===== src/rtl/video_pkg.sv =====
// Shared raster timing defaults for the video timing generator and the scandoubler bench.
package video_pkg;

    localparam int unsigned VID_HCW = 10;
    localparam int unsigned VID_VCW = 9;

    localparam int unsigned VID_HA  = 720;
    localparam int unsigned VID_HFP = 24;
    localparam int unsigned VID_HS  = 64;
    localparam int unsigned VID_HBP = 88;

    localparam int unsigned VID_VA  = 288;
    localparam int unsigned VID_VFP = 2;
    localparam int unsigned VID_VS  = 3;
    localparam int unsigned VID_VBP = 19;

    function automatic int unsigned axis_total(input int unsigned active, input int unsigned fp,
                                               input int unsigned sync, input int unsigned bp);
        return active + fp + sync + bp;
    endfunction

    localparam int unsigned VID_HT = axis_total(VID_HA, VID_HFP, VID_HS, VID_HBP);
    localparam int unsigned VID_VT = axis_total(VID_VA, VID_VFP, VID_VS, VID_VBP);

endpackage


===== src/rtl/timing_axis.sv =====
// One raster axis: position counter with wrap, plus registered blank and sync decode.
module timing_axis
    import video_pkg::*;
#(
    parameter int unsigned W      = VID_HCW,
    parameter int unsigned ACTIVE = VID_HA,
    parameter int unsigned FP     = VID_HFP,
    parameter int unsigned SYNC   = VID_HS,
    parameter int unsigned BP     = VID_HBP
) (
    input  logic         i_clock,
    input  logic         i_reset,
    input  logic         i_advance,
    input  logic         i_extend,
    output logic [W-1:0] o_count,
    output logic         o_blank,
    output logic         o_sync,
    output logic         o_last_c
);

    localparam int unsigned TOTAL    = axis_total(ACTIVE, FP, SYNC, BP);
    localparam logic [W-1:0] LAST     = W'(TOTAL - 1);
    localparam logic [W-1:0] LAST_EXT = W'(TOTAL);
    localparam logic [W-1:0] BLK_BEG  = W'(ACTIVE);
    localparam logic [W-1:0] SYNC_BEG = W'(ACTIVE + FP);
    localparam logic [W-1:0] SYNC_END = W'(ACTIVE + FP + SYNC);

    logic [W-1:0] r_count;
    logic         r_blank;
    logic         r_sync;
    logic [W-1:0] w_next;
    logic         w_last;

    // Extended period adds one position past the nominal last one.
    always_comb begin
        w_last = i_extend ? (r_count == LAST_EXT) : (r_count == LAST);
        w_next = w_last ? '0 : r_count + W'(1);
    end

    // Blank/sync decode from the next position so they land with the count.
    always_ff @(posedge i_clock) begin
        if (i_reset) begin
            r_count <= '0;
            r_blank <= 1'b0;
            r_sync  <= 1'b0;
        end else if (i_advance) begin
            r_count <= w_next;
            r_blank <= (w_next >= BLK_BEG);
            r_sync  <= (w_next >= SYNC_BEG) && (w_next < SYNC_END);
        end
    end

    assign o_count  = r_count;
    assign o_blank  = r_blank;
    assign o_sync   = r_sync;
    assign o_last_c = w_last;

endmodule


===== src/rtl/video_timing.sv =====
// Raster timing generator: pixel/line counters, blank/sync, start pulses and interlaced field.
module video_timing
    import video_pkg::*;
#(
    parameter int unsigned HCW = VID_HCW,
    parameter int unsigned VCW = VID_VCW,
    parameter int unsigned HA  = VID_HA,
    parameter int unsigned HFP = VID_HFP,
    parameter int unsigned HS  = VID_HS,
    parameter int unsigned HBP = VID_HBP,
    parameter int unsigned VA  = VID_VA,
    parameter int unsigned VFP = VID_VFP,
    parameter int unsigned VS  = VID_VS,
    parameter int unsigned VBP = VID_VBP
) (
    input  logic           clock,
    input  logic           reset,
    input  logic           ce,
    input  logic           interlace,
    output logic [1:0]     blank,
    output logic [1:0]     sync,
    output logic [HCW-1:0] hcount,
    output logic [VCW-1:0] vcount,
    output logic           field,
    output logic           hstart,
    output logic           vstart
);

    localparam int unsigned HT = axis_total(HA, HFP, HS, HBP);
    localparam int unsigned VT = axis_total(VA, VFP, VS, VBP);

    if (HT > (32'd1 << HCW)) begin : g_bad_hcw
        $error("video_timing: HT does not fit in HCW bits");
    end
    if ((VT + 1) > (32'd1 << VCW)) begin : g_bad_vcw
        $error("video_timing: VT+1 does not fit in VCW bits");
    end

    logic w_h_last;
    logic w_v_last;
    logic w_line_adv;
    logic w_frame_wrap;
    logic w_h_blank;
    logic w_h_sync;
    logic w_v_blank;
    logic w_v_sync;
    logic r_ilace;
    logic r_field;
    logic r_hstart;
    logic r_vstart;

    assign w_line_adv   = ce & w_h_last;
    assign w_frame_wrap = w_line_adv & w_v_last;

    timing_axis #(
        .W(HCW), .ACTIVE(HA), .FP(HFP), .SYNC(HS), .BP(HBP)
    ) u_haxis (
        .i_clock  (clock),
        .i_reset  (reset),
        .i_advance(ce),
        .i_extend (1'b0),
        .o_count  (hcount),
        .o_blank  (w_h_blank),
        .o_sync   (w_h_sync),
        .o_last_c (w_h_last)
    );

    // Field 1 of an interlaced frame carries one extra blank line.
    timing_axis #(
        .W(VCW), .ACTIVE(VA), .FP(VFP), .SYNC(VS), .BP(VBP)
    ) u_vaxis (
        .i_clock  (clock),
        .i_reset  (reset),
        .i_advance(w_line_adv),
        .i_extend (r_ilace & r_field),
        .o_count  (vcount),
        .o_blank  (w_v_blank),
        .o_sync   (w_v_sync),
        .o_last_c (w_v_last)
    );

    // Interlace request only takes effect at the frame boundary.
    always_ff @(posedge clock) begin
        if (reset) begin
            r_ilace  <= 1'b0;
            r_field  <= 1'b0;
            r_hstart <= 1'b1;
            r_vstart <= 1'b1;
        end else if (ce) begin
            r_hstart <= w_h_last;
            r_vstart <= w_h_last & w_v_last;
            if (w_frame_wrap) begin
                r_ilace <= interlace;
                r_field <= interlace & ~r_field;
            end
        end
    end

    assign blank  = {w_v_blank, w_h_blank};
    assign sync   = {w_v_sync, w_h_sync};
    assign field  = r_field;
    assign hstart = r_hstart;
    assign vstart = r_vstart;

endmodule


===== config.mk =====
export PLATFORM = sky130hd
export DESIGN_NAME = video_timing
export DESIGN_NICKNAME = d
export VERILOG_FILES = /design/src/rtl/video_pkg.sv /design/src/rtl/timing_axis.sv /design/src/rtl/video_timing.sv
export SDC_FILE = /design/constraint.sdc
export NUM_CORES = 1
export LEC_CHECK = 0
export CORE_MARGIN = 2
export CORE_UTILIZATION = 28
export DETAILED_ROUTE_END_ITERATION = 12
export GPL_TIMING_DRIVEN = 1
export PLACE_DENSITY = 0.57
export SKIP_CTS_REPAIR_TIMING = 1
export SYNTH_ARGS = -nofsm -noshare
export SYNTH_HDL_FRONTEND = slang
export SYNTH_SLANG_ARGS = --single-unit

===== constraint.sdc =====
create_clock -name clock -period 3.6 [get_ports clock]
set_input_delay 0.72 -clock clock [delete_from_list [all_inputs] [get_ports clock]]
set_output_delay 0.72 -clock clock [all_outputs]
set_load 0.02 [all_outputs]

==> metrics.md <==
| Metric | Value |
|---|---|
| Status | `completed` |
| EDFF count, synth | `0` |
| Post-layout util | `35.2%` |
| Worst path slowest cell | `clkdlybuf4s50_1` |
| CP max FO | `13` |
| Via count of the first global-routing pass | `1388` |
| Initial drt markers | `approximately 140` |
| Final setup viols | `0` |
| Syn Inst Count | `~220` |
| Vias per cell | `about 5` |
| CTS max path bufs | `2` |
| DRC Markers | `0` |
| Core area | `0.00551 mm2` |
| Cell family with most CP delay | `simple AND/OR/NAND/NOR gates` |
| Mapped cell area | `~0.0016 mm2` |
| Power, Total | `just over 0.5 mW` |
| Final Max Slew Viols | `0` |
| Die width | `between 70 and 80 um` |
| First-pass GRT wire length | `6400 um` |
| Reg area | `541 um2` |
| Crit Path Class | `in -> reg` |
| ANT cells | `0` |
| Ys flop type | `dfxtp_1` |
| Share of cells above drive strength 1 | `under 10%` |
| Minimum clock period | `about 2.4 ns` |
| Worst setup SP type | `input pin` |
| P_leak | `between 0.6 and 0.7 nW` |
| Endpoints failing hold | `0` |
| Clock sink count | `27` |
| Multi-input logic area | `around 950 um2` |
| Clock Latency Late Sink | `0.27 ns` |
| Worst slew pin tran | `0.926 ns` |
| IO Pins | `30` |
| Clock root cell | `clkbuf_8` |
| Yosys Warn Count | `0` |
| Initial Util | `29.0%` |
| Area post-placement | `0.00189 mm2` |
| CP Capture Type | `flop` |
| Post-DRT Antenna Nets | `0` |
| Cell Chain, Critical Path | `clkdlybuf4s50_1 -> nand3_1 -> or3_1 -> a21oi_1` |
| Hold slack | `about 0.46 ns` |
| Total track usage | `approximately an eighth` |
| Place WS | `0.936 ns` |
| Routability Congestion | `between 0.8 and 0.9` |
| Finished Cell Area | `slightly below 0.002 mm2` |
| Worst path buffer plus inverter count | `1` |
| Hold crit path type | `reg -> reg` |
| Max IR drop VDD | `approximately 0.13 mV` |
| Post-synthesis sequential area ratio | `around 34%` |
| Max-Cap Viols | `0` |
| Hpwl dp | `about 2600 um` |
| Crit path largest cell delay | `~0.74 ns` |
| Syn-to-layout area delta | `21.4%` |
| Flop and latch count out of synthesis | `27` |
| Initial DRT Pass Iterations | `4` |
| Post-route setup slack | `between 1 and 1.5 ns` |
| Avg WL per Cell | `roughly 12 um` |
| Mapped Nets | `about 220` |
| Die Area | `between 0.006 and 0.007 mm2` |
| Slew HR | `between 30% and 40%` |
| Initial antenna violation count | `0` |
| RSZ-0062 raised after global routing | `false` |
| Distinct cells, synth | `41` |
| Total Nets Final | `around 240` |
| Pin count of the biggest net entering global routing | `26` |
| WL final | `3730 um` |
| Grt total ovfl | `0` |
| TNS Setup | `0 ns` |
| Clock Skews | `0.00303 ns` |
| Buffers added on ports | `29` |
| WP data arrival | `roughly 2.6 ns` |
| CP required | `~3.8 ns` |
| CTS tree | `done` |
| Asr flop ratio synth | `0%` |
| Period utilisation layout | `around two thirds` |
| Die Height | `just under 80 um` |
| Layout Cells excl Fill | `303` |
| Reg clk slew, reported paths | `approximately 0.09 ns` |
| Row count | `27` |
| FMAX | `roughly 420 MHz` |
| Synth Area per Inst | `roughly 7.4 um2` |
| Cts bufs inserted | `3` |
| Via count | `about 1500` |
| H-tree depth | `1` |
| Fillers | `approximately 590` |
| PwrDens | `~270 mW/mm2` |
| Placed cells | `~300` |
## report_power, final
group	leakage [nW]	switching, mW	internal [mW]
registers	0.219	0.00572	0.302
logic	0.365	0.0196	0.0148
clock network	0.0228	0.0974	0.0794
## worst min-delay path: stages, from the launching register on
cell and delay [ns]:
dfxtp_1 0.32, nand2_1 0.05, a21oi_1 0.05
## cells in the mapped netlist (all sizes together), types with 3 or more instances
| library cell | instances | area (um2) |
|---|---|---|
| nor4 | 3 | 18.8 |
| nor2 | 26 | 105 |
| buf | 8 | 52.6 |
| o21ai | 13 | 65.1 |
| mux2i | 3 | 30.0 |
| dfxtp | 27 | 541 |
| xnor2 | 4 | 35.0 |
| xor2 | 6 | 52.6 |
| a31oi | 5 | 31.3 |
| nor3 | 9 | 45.0 |
| a21oi | 21 | 109 |
| inv | 3 | 11.3 |
| a22oi | 3 | 22.5 |
| clkbuf | 10 | 38.8 |
| nand3 | 10 | 60.1 |
| nand4 | 3 | 18.8 |
| nand3b | 4 | 30.0 |
| nand2 | 27 | 101 |
| or3 | 4 | 30.0 |
| and3 | 5 | 31.3 |
## placed cells by master, fill, tap and decap left out, types with 4 or more instances in the layout
cell / synthesis / routed
a21oi_1: 20 / 20
a31oi_1: 5 / 5
and3_1: 5 / 5
clkdlybuf4s50_1: 0 / 29
dfxtp_1: 27 / 27
nand2_1: 27 / 27
nand3_1: 8 / 8
nand3b_1: 4 / 4
nor2_1: 25 / 25
nor3_1: 9 / 9
o21ai_0: 12 / 12
xnor2_1: 4 / 4
xor2_1: 6 / 6
## worst paths after layout
| path | slack, ns | to | startpoint | cells past startpoint |
|---|---|---|---|---|
| setup reg to reg | 1.40 | u_vaxis.o_count[4]$_SDFFE_PP0P_ | u_haxis.o_count[0]$_SDFFE_PP0P_ | 5 |
| hold / removal | 0.46 | u_vaxis.o_sync$_SDFFE_PP0P_ | u_vaxis.o_sync$_SDFFE_PP0P_ | 2 |
| setup / recovery | 1.23 | u_vaxis.o_count[4]$_SDFFE_PP0P_ | ce | 4 |
| hold reg to reg | 0.46 | u_vaxis.o_sync$_SDFFE_PP0P_ | u_vaxis.o_sync$_SDFFE_PP0P_ | 2 |
## cells by family after synthesis
| family | Yosys count | share of synthesized area, % |
|---|---|---|
| fa+ha+maj | 2 | 1.57 |
| flops | 27 | 33.9 |
| mux | 3 | 1.88 |
| simple gates | 102 | 32.5 |
| buf+inv | 22 | 6.66 |
| compound gates | 49 | 18.0 |
| xor+xnor | 10 | 5.49 |
## flip-flops by register name, summed over array words and instances, names as in the netlist
| signal | cells |
|---|---|
| field | 1 |
| hstart | 1 |
| r_ilace | 1 |
| u_haxis.o_blank | 1 |
| u_haxis.o_count | 10 |
| u_haxis.o_sync | 1 |
| u_vaxis.o_blank | 1 |
| u_vaxis.o_count | 9 |
| u_vaxis.o_sync | 1 |
| vstart | 1 |
## cell type report
class | count | area share [%]
flip-flops and latches | 27 | 27.9
multi-input cells | 166 | 49.0
inverters | 4 | 0.775
repair buffers | 30 | 15.4
clock buffers | 4 | 2.32
well taps | 72 | 4.65
## metal layers
metal	GRT usage, %	wire length, um
met5	0	0
met4	6.38	63
met3	1.70	111
met2	19.5	1630
met1	16.8	1920
Note: power is estimated with default switching activity, not from simulation.
